==> src/rtl/mem_port_arbiter_if.sv <==
// Shared-port request/grant bundle between the four requesters and the arbiter.
// The arbiter takes the slave view; the requester side (or a bench) takes master.
interface mem_port_arbiter_if;
    logic [3:0] req;
    logic [3:0] gnt;
    logic [1:0] sel;
    logic       busy;
    logic       preempted;

    modport slave  (input  req, output gnt, output sel, output busy, output preempted);
    modport master (output req, input  gnt, input  sel, input  busy, input  preempted);
endinterface

==> src/rtl/mem_port_arbiter.sv <==
// Round-robin arbiter for one shared memory port with four requesters.
// Ownership is bounded by a hold limit, and every release inserts one idle turnaround cycle.
module mem_port_arbiter #(
    parameter int MAX_HOLD = 16,
    parameter int CNT_W    = 5
) (
    input  logic               clk,
    input  logic               reset,
    mem_port_arbiter_if.slave  bus
);
    typedef enum logic {IDLE, BUSY} state_t;

    localparam logic [CNT_W-1:0] HOLD_LAST = CNT_W'(MAX_HOLD - 1);

    state_t             state_q, state_d;
    logic [3:0]         gnt_q, gnt_d;
    logic [1:0]         sel_q, sel_d;
    logic [1:0]         ptr_q, ptr_d;
    logic [CNT_W-1:0]   cnt_q, cnt_d;
    logic               pre_q, pre_d;
    logic               busy_q, busy_d;

    logic [3:0]         rot_req;
    logic [1:0]         win_ofs;
    logic [1:0]         winner;
    logic [3:0]         owner_oh;
    logic               others_waiting;

    // rot_req[k] is the request k+1 positions after the pointer, so bit 0 has top priority.
    for (genvar gi = 0; gi < 4; gi++) begin : g_rot
        assign rot_req[gi] = bus.req[2'(ptr_q + 2'(gi + 1))];
    end

    always_comb begin
        win_ofs = 2'd0;
        for (int k = 3; k >= 0; k--) begin
            if (rot_req[k]) begin
                win_ofs = 2'(k);
            end
        end
    end

    assign winner         = 2'(ptr_q + win_ofs + 2'd1);
    assign owner_oh       = 4'b0001 << sel_q;
    assign others_waiting = |(bus.req & ~owner_oh);

    always_comb begin
        state_d = state_q;
        gnt_d   = gnt_q;
        sel_d   = sel_q;
        ptr_d   = ptr_q;
        cnt_d   = cnt_q;
        pre_d   = 1'b0;
        case (state_q)
            IDLE: begin
                gnt_d = 4'b0000;
                if (bus.req != 4'b0000) begin
                    state_d = BUSY;
                    gnt_d   = 4'b0001 << winner;
                    sel_d   = winner;
                    ptr_d   = winner;
                    cnt_d   = '0;
                end
            end
            BUSY: begin
                if (!bus.req[sel_q]) begin
                    state_d = IDLE;
                    gnt_d   = 4'b0000;
                end else if (cnt_q == HOLD_LAST) begin
                    if (others_waiting) begin
                        state_d = IDLE;
                        gnt_d   = 4'b0000;
                        pre_d   = 1'b1;
                    end else begin
                        cnt_d = '0;
                    end
                end else begin
                    cnt_d = cnt_q + CNT_W'(1);
                end
            end
            default: begin
                state_d = IDLE;
                gnt_d   = 4'b0000;
            end
        endcase
        busy_d = |gnt_d;
    end

    always_ff @(posedge clk) begin
        if (reset) begin
            state_q <= IDLE;
            gnt_q   <= 4'b0000;
            sel_q   <= 2'd0;
            ptr_q   <= 2'd3;
            cnt_q   <= '0;
            pre_q   <= 1'b0;
            busy_q  <= 1'b0;
        end else begin
            state_q <= state_d;
            gnt_q   <= gnt_d;
            sel_q   <= sel_d;
            ptr_q   <= ptr_d;
            cnt_q   <= cnt_d;
            pre_q   <= pre_d;
            busy_q  <= busy_d;
        end
    end

    assign bus.gnt       = gnt_q;
    assign bus.sel       = sel_q;
    assign bus.busy      = busy_q;
    assign bus.preempted = pre_q;
endmodule

==> src/flat_wrapper.sv <==
// flat-port wrapper written by rule: the top's interface ports become plain ports
module mem_port_arbiter_flat 
#(
    parameter int MAX_HOLD = 16,
    parameter int CNT_W    = 5
)
  (clk, reset, bus_req, bus_gnt, bus_sel, bus_busy, bus_preempted);
  mem_port_arbiter_if bus_i ();
  input  logic clk;
  input  logic reset;
  input wire logic [$bits(bus_i.req)-1:0] bus_req;
  output wire logic [$bits(bus_i.gnt)-1:0] bus_gnt;
  output wire logic [$bits(bus_i.sel)-1:0] bus_sel;
  output wire logic [$bits(bus_i.busy)-1:0] bus_busy;
  output wire logic [$bits(bus_i.preempted)-1:0] bus_preempted;
  assign bus_i.req = bus_req;
  assign bus_gnt = bus_i.gnt;
  assign bus_sel = bus_i.sel;
  assign bus_busy = bus_i.busy;
  assign bus_preempted = bus_i.preempted;
  mem_port_arbiter #(.MAX_HOLD(MAX_HOLD), .CNT_W(CNT_W)) u_core (.clk(clk), .reset(reset), .bus(bus_i));
endmodule
==> config.mk <==
export PLATFORM = sky130hd
export DESIGN_NAME = mem_port_arbiter_flat
export DESIGN_NICKNAME = d
export VERILOG_FILES = /design/src/rtl/mem_port_arbiter_if.sv /design/src/rtl/mem_port_arbiter.sv /design/src/flat_wrapper.sv
export SDC_FILE = /design/constraint.sdc
export NUM_CORES = 1
export LEC_CHECK = 0
export BUFFER_PORTS_ARGS = -buffer_cell sky130_fd_sc_hd__buf_2
export CORE_MARGIN = 2
export CORE_UTILIZATION = 30
export DETAILED_ROUTE_END_ITERATION = 10
export SLEW_MARGIN = 20
export SYNTH_ARGS = -nofsm -noshare
export SYNTH_HDL_FRONTEND = slang
export SYNTH_SLANG_ARGS = --single-unit
==> constraint.sdc <==
create_clock -name clk -period 2.8 [get_ports clk]
set_input_delay 0.56 -clock clk [delete_from_list [all_inputs] [get_ports clk]]
set_output_delay 0.56 -clock clk [all_outputs]
set_load 0.1 [all_outputs]
==> results of run 1 <==
-- logic make-up (layout without fill, tap and decap cells) --
kind of cell / Yosys count / after routing
xor gates and xnor gates: 4 / 4
and+or+nand+nor: 38 / 38
muxes: 3 / 3
buffers and inverters: 20 / 30
AOI/OAI and AO/OA: 40 / 40
DFF: 16 / 16
adders and majority gates: 3 / 3
-- state kept, by name, summed over array words and instances (netlist names) --
register,flops
u_core.state_q,1
u_core.bus.gnt,4
u_core.bus.sel,2
u_core.bus.preempted,1
u_core.cnt_q,5
u_core.bus.busy,1
u_core.ptr_q,2
-- cell type report --
| cell class | instances | area [um2] | area share (%) |
|---|---|---|---|
| inverters | 13 | 48.8 | 4.27 |
| repair buffers | 13 | 65.1 | 5.70 |
| clock buffers | 4 | 36.3 | 3.18 |
| well taps | 46 | 57.6 | 5.04 |
| flip-flops and latches | 16 | 320 | 28.0 |
| multi-input cells | 88 | 614 | 53.8 |
-- worst max-delay path, delay by kind of cell (launching register included) --
| family | cells | cell delay [ns] |
|---|---|---|
| compound gates | 4 | 0.90 |
| fa+ha+maj | 1 | 0.33 |
| flops | 1 | 0.59 |
| simple gates | 2 | 0.28 |
-- layout by cell type (no fill, tap or decap), drive strengths merged --
master   Yosys  layout
dfxtp       16      16
inv         13      13
buf          3      13
nand2        9       9
nor3         8       8
o21ai        8       8
nor2         7       7
a21oi        6       6
o32ai        5       5
a31oi        4       4
xnor2        4       4
nand3        4       4
clkbuf       4       4
a211oi       3       3
ha           3       3
nor4b        3       3
or4          2       2
o2111ai      2       2
a311oi       1       1
o21ba        1       1
o32a         1       1
or2          1       1
o21bai       1       1
nor2b        1       1
a32oi        1       1
o221ai       1       1
mux2i        1       1
mux4         1       1
o21a         1       1
o31ai        1       1
a21o         1       1
o211ai       1       1
and4b        1       1
nand4        1       1
o41ai        1       1
nor4         1       1
mux2         1       1
o311ai       1       1
-- per-layer routing --
layer / GRT usage [%] / vias to the layer above
li1: - / 491
met1: 15.2 / 460
met2: 22.4 / 9
met3: 1.09 / 5
met4: 7.50 / 0
met5: 0 / -
-- path summary, 6_finish.rpt --
kind	from	endpoint	slack, ns	cells after the start
worst min register to register	u_core.cnt_q[4]	u_core.cnt_q[4]	0.49	2
worst max-delay path	u_core.ptr_q[0]	u_core.bus.busy	0.58	7
worst min-delay path	u_core.cnt_q[4]	u_core.cnt_q[4]	0.49	2
worst max register to register	u_core.ptr_q[0]	u_core.bus.busy	0.58	7
-- power by group --
part | switching [mW] | internal [mW]
Sequential | 0.0494 | 0.264
Combinational | 0.335 | 0.131
Clock | 0.0840 | 0.0794
-- through the flow --
| step | cell area (um2) | setup slack [ns] | total power [mW] |
|---|---|---|---|
| floorplan | 1020 | 0.366 | 0.710 |
| global placement | 1110 | 0.357 | 0.780 |
| detailed placement | 1110 | 0.382 | 0.785 |
| CTS | 1140 | 0.571 | 0.945 |
| global route | 1140 | 0.380 | 0.995 |
| finish | 1140 | 0.583 | 0.943 |
==> qor.yml, run 1 <==
outcome: "completed"
worst_skew_pair.late_latency_ns: 0.30
cts_num_sinks: 16
n_antenna_cell: 0
wl_met1_um: 1060
wl_met2_um: 1210
maxCapViolCount: 0
synth_edf_count: 0
wl_per_cell_um: 13.1
place.port_buffers: 13
grt_pass1_vias: 890
grt_max_degree: 16
synthTopCellsByCount: "dfxtp_1 (16), inv_1 (13), nand2_1 (9), nor2_1 (7), nor3_1 (7)"
slew_violations: 0
core_mm2: 0.00331
antenna_found_initial: 0
synth_top_area_share_pct: 31.4
synthAdderAreaFrac_pct: 3.68
crit_type: "register to register"
initial_core_util_pct: 30.8
grt_pass1_wl_um: 3980
fin_crit_ns: 2.22
ys.flop_type: "dfxtp_1"
fin_skew_ns: 0.0103
wl_um: 2350
slew_headroom_pct: 63.9
crit_path_start_kind: "register"
synth_cell_types: 42
synth-compound-area-share_pct: 28.1
drtPass1Iterations: 4
hold_buffers: 0
p_leak_nw: 0.427
cts_tree: "built"
cts_resized: 0
nets: 144
ant_nets: 0
setup_tns_ns: 0
crit_path_cell_trace: "nor3_1 -> a311oi_1 -> a21oi_1 -> a211oi_1 -> ha_1 -> nor4b_1 -> o41ai_1"
track_usage_pct: 12.8
synth_most_common_cell: "dfxtp_1"
arrival_ns: 2.41
min_path_type: "register to register"
seq_area_frac_synth_pct: 31.4
synth_mux_area_share_pct: 4.66
path_max_fanout: 14
worst_pin_slew_ns: 0.542
ys_ff_latch: 16
syn_area_mm2: 0.00102
syn_nets: 133
top_layer: "met4"
stdcell_count: 180
root_buffer: "clkbuf_4"
power_density_mw_per_mm2: 826
synthToLayoutAreaGrowth_pct: 12.0
finalCritPeriodShare_pct: 79.2
cts_buffers: 3
drc_errors: 0
async_flop_share_pct: 0
grt-ovfl-total: 0
fin_hold_ws_ns: 0.489
wl_met3_um: 27
fmax_mhz: 451
rsz0062_at_grt: "false"
syn_inst: 124
dpl.cell_count: 176
synth_top_family_by_area: "compound AO/OA/AOI/OAI gates"
layout-drive-gt1-share_pct: 16.4
hold_violations: 0
yosysWarnings: 0
drt-initial-drc-count: 35
vias: 965
via_per_inst: 5.36
ioPinCount: 14
fillCellCount: 372
ir_drop_mv: 0.177
fin_util_pct: 34.5
yosysTopAreaCell: "dfxtp_1"
slowest_stage: "dfxtp_1"
dp_hpwl_um: 1720
postCtsSetupBuffers: 0
clock_path_buffers: 2
slowest_delay_ns: 0.59
die_area_mm2: 0.00388
worstPathRequired_ns: 3.00
syn_area_per_cell_um2: 8.22
die_w_um: 62.3
synth-xor-area-share_pct: 3.44
floorplan.rows: 21
h-tree-depth: 1
path_clk_slew_ns: 0.11
setup_viol: 0
place_congestion: 0.794
synth_area_leaders: "dfxtp_1 (31%), inv_1 (4.8%), o32ai_1 (4.3%), ha_1 (3.7%), nor3_1 (3.4%)"
dieHeight_um: 62.3
end_kind: "register"
synth-simple-area-share_pct: 20.4
No activity file was read; power rests on OpenSTA's default activity.
==> run 2: changes to the inputs <==
--- a/config.mk
+++ b/config.mk
@@ -5,6 +5,7 @@
 export SDC_FILE = /design/constraint.sdc
 export NUM_CORES = 1
 export LEC_CHECK = 0
+export ABC_AREA = 1
 export BUFFER_PORTS_ARGS = -buffer_cell sky130_fd_sc_hd__buf_2
 export CORE_MARGIN = 2
 export CORE_UTILIZATION = 30
==> constraint.sdc (replaced) <==
create_clock -name clk -period 2.1 [get_ports clk]
set_input_delay 0.42 -clock clk [delete_from_list [all_inputs] [get_ports clk]]
set_output_delay 0.42 -clock clk [all_outputs]
set_load 0.1 [all_outputs]
==> run 2 against run 1 <==
  * The run now ends with setup timing left
  * Via count up 16%
  * Synthesized area is 7.2% lower
  * Critical path depth increased by 10
  * Worst setup slack worse by 0.60 ns
  * Final cell count rose by 30%
  * First-iteration DRC count rose by 150%
  * Cell area is 21% higher
  * Combinational power rose to 3.7 times the previous value
  * Critical path type unchanged
  * Largest cell class unchanged
  * Largest power group unchanged
  * Highest routed layer unchanged
==> qor.yml, run 2 <==
grt_pass1_vias: 995
drt-initial-drc-count: 86
seq_area_frac_synth_pct: 33.9
dp_hpwl_um: 1730
via_per_inst: 4.76
fillCellCount: 310
crit_path_start_kind: "register"
ys_ff_latch: 16
ys.flop_type: "dfxtp_1"
dieHeight_um: 60.2
fin_util_pct: 45.7
fin_hold_ws_ns: 0.451
async_flop_share_pct: 0
fin_skew_ns: 0.000579
fin_total_pwr_mw: 2.37
initial_core_util_pct: 31.2
finalCritPeriodShare_pct: 101
maxCapViolCount: 0
crit_type: "register to register"
synth_cell_types: 27
syn_nets: 159
antenna_found_initial: 0
ir_drop_mv: 0.871
placement.setup.worst_slack_ns: -0.152
synth_most_common_cell: "nand2_1"
arrival_ns: 2.31
drtPass1Iterations: 4
synth_edf_count: 0
timing.rr.start: "u_core.ptr_q[0]"
place.port_buffers: 13
worst_pin_slew_ns: 0.485
p_sw_mw: 1.24
synthTopCellsByCount: "nand2_1 (60), dfxtp_1 (16), inv_1 (13), a21oi_1 (11), nor2_1 (10)"
ant_nets: 0
worst_skew_pair.late_latency_ns: 0.28
largest_reg_flops: 5
synth_area_leaders: "dfxtp_1 (34%), nand2_1 (24%), a21oi_1 (5.8%), inv_1 (5.2%), nand3_1 (4.2%)"
root_buffer: "clkbuf_4"
outcome: "finished, violations left"
wl_um: 2620
ioPinCount: 14
core_mm2: 0.00303
slew_violations: 0
final_common_cell: "nand2_1"
hold_buffers: 0
nets: 201
combPwrFrac_pct: 73.2
ff2ff_path_depth: 17
place_congestion: 0.865
r2r-end: "u_core.bus.busy"
vias: 1115
yosysWarnings: 0
hold_depth: 2
rsz0062_at_grt: "true"
grt_max_degree: 13
fmax_mhz: 473
wl_per_cell_um: 11.2
synth_top_area_share_pct: 33.9
internal_power_mw: 1.14
final_cell_mix: "nand2_1 (51), buf_4 (23), buf_2 (13), dfxtp_1 (13), inv_1 (12)"
syn_area_um2: 946
max_flop_register: "u_core.cnt_q"
p_clk_share_pct: 6.7
floorplan.rows: 20
drc_errors: 0
n_antenna_cell: 0
syn_inst: 150
cp-startpoint: "u_core.ptr_q[0]"
hold_violations: 0
h-tree-depth: 1
cts_tree: "built"
hold_end: "u_core.state_q"
setup_viol: 1
slew_headroom_pct: 67.9
path_max_fanout: 7
fin_crit_ns: 2.12
syn_area_per_cell_um2: 6.31
power_density_mw_per_mm2: 1720
min_from: "reset"
p_leak_nw: 0.689
yosysTopAreaCell: "dfxtp_1"
p_sw_share_pct: 52.1
pwr-share-seq_pct: 20.1
cts_buffers: 3
violations: "setup timing"
clock_path_buffers: 2
worst_slack_ns: -0.0164
die_w_um: 60.2
grt-ovfl-total: 0
rrSetupSlack_ns: -0.02
min_path_type: "primary input to register"
synthToLayoutAreaGrowth_pct: 46.3
track_usage_pct: 14.7
layout-drive-gt1-share_pct: 37.4
cts_num_sinks: 16
worstPathRequired_ns: 2.29
grt_pass1_wl_um: 4110
path_clk_slew_ns: 0.08
end_kind: "register"
die_area_mm2: 0.00362
## run 2: cell count changes after synthesis, sizes merged, moves of 5 or more
cell / delta
o32ai: -5
a21oi: +5
nor3: -7
nor2: +5
nand2: +53
## run 2: worst max-delay path by stage
stage | depth (start not counted) | slack (ns) | to
after global routing | 16 | -0.13 | u_core.bus.busy
after floorplan | 10 | 0.03 | u_core.bus.busy
after detailed placement | 19 | -0.15 | u_core.bus.busy
after global placement | 19 | -0.09 | u_core.bus.busy
final | 17 | -0.02 | u_core.bus.busy
after CTS | 17 | 0.01 | u_core.bus.busy
## run 2: logic make-up (layout without fill, tap and decap cells)
family | Yosys count | count (layout) | synth area share [%]
buf+inv | 20 | 60 | 8.99
flops | 16 | 16 | 33.9
compound gates | 21 | 21 | 12.8
simple gates | 88 | 88 | 38.5
xor+xnor | 2 | 2 | 1.85
fa+ha+maj | 3 | 3 | 3.97
## run 2: timing repair
item	CTS	global route
buffers inserted	6	3
pin swaps	5	14
endpoints found under the setup margin	1	7
cloned	1	0
gates resized for setup	10	21
## run 2: routing by layer
| metal | part of all wire, % | up-vias | global-route usage (%) |
|---|---|---|---|
| met4 | 2.9 | 0 | 7.30 |
| met2 | 50 | 31 | 24.8 |
| met1 | 43 | 510 | 18.5 |
| met5 | 0 | - | 0 |
| li1 | - | 565 | - |
| met3 | 3.2 | 9 | 1.52 |
## run 2: worst max-delay path, stage by stage, from the launching register on
cell,delay (ns)
dfxtp_4,0.44
buf_6,0.15
nand2_1,0.06
nand2_1,0.07
nand2_2,0.07
a21oi_2,0.18
o21bai_4,0.09
ha_4,0.17
xor2_2,0.15
buf_4,0.14
nand2_4,0.07
nand2_4,0.05
nand2_2,0.06
nand2_1,0.05
nor2_1,0.09
nand2_1,0.06
nand2_1,0.06
nand2_1,0.04
## run 2: power groups by stage
stage	Sequential, mW	Combinational, mW	Clock (mW)
final	0.478	1.74	0.158
after global routing	0.492	1.88	0.177
after CTS	0.477	1.44	0.166
after detailed placement	0.451	1.33	0
after global placement	0.449	1.31	0
after floorplan	0.756	0.625	0
## run 2: area by class of cell
class | count | area [um2] | share of cell area, %
Clock buffer | 3 | 22.5 | 1.63
Inverter | 18 | 75.1 | 5.42
Multi-Input combinational cell | 114 | 638 | 46.1
Sequential cell | 16 | 327 | 23.6
Tap cell | 44 | 55.1 | 3.98
Timing Repair Buffer | 38 | 260 | 18.8
Timing Repair inverter | 1 | 6.26 | 0.452
## run 2: per-stage QoR
| step | instances | setup TNS [ns] | cell area (um2) |
|---|---|---|---|
| after floorplan | 150 | 0 | 947 |
| after global placement | 222 | -0.0919 | 1190 |
| after detailed placement | 222 | -0.186 | 1190 |
| after CTS | 231 | 0 | 1270 |
| after global routing | 234 | -0.300 | 1380 |
| final | 234 | -0.0164 | 1380 |
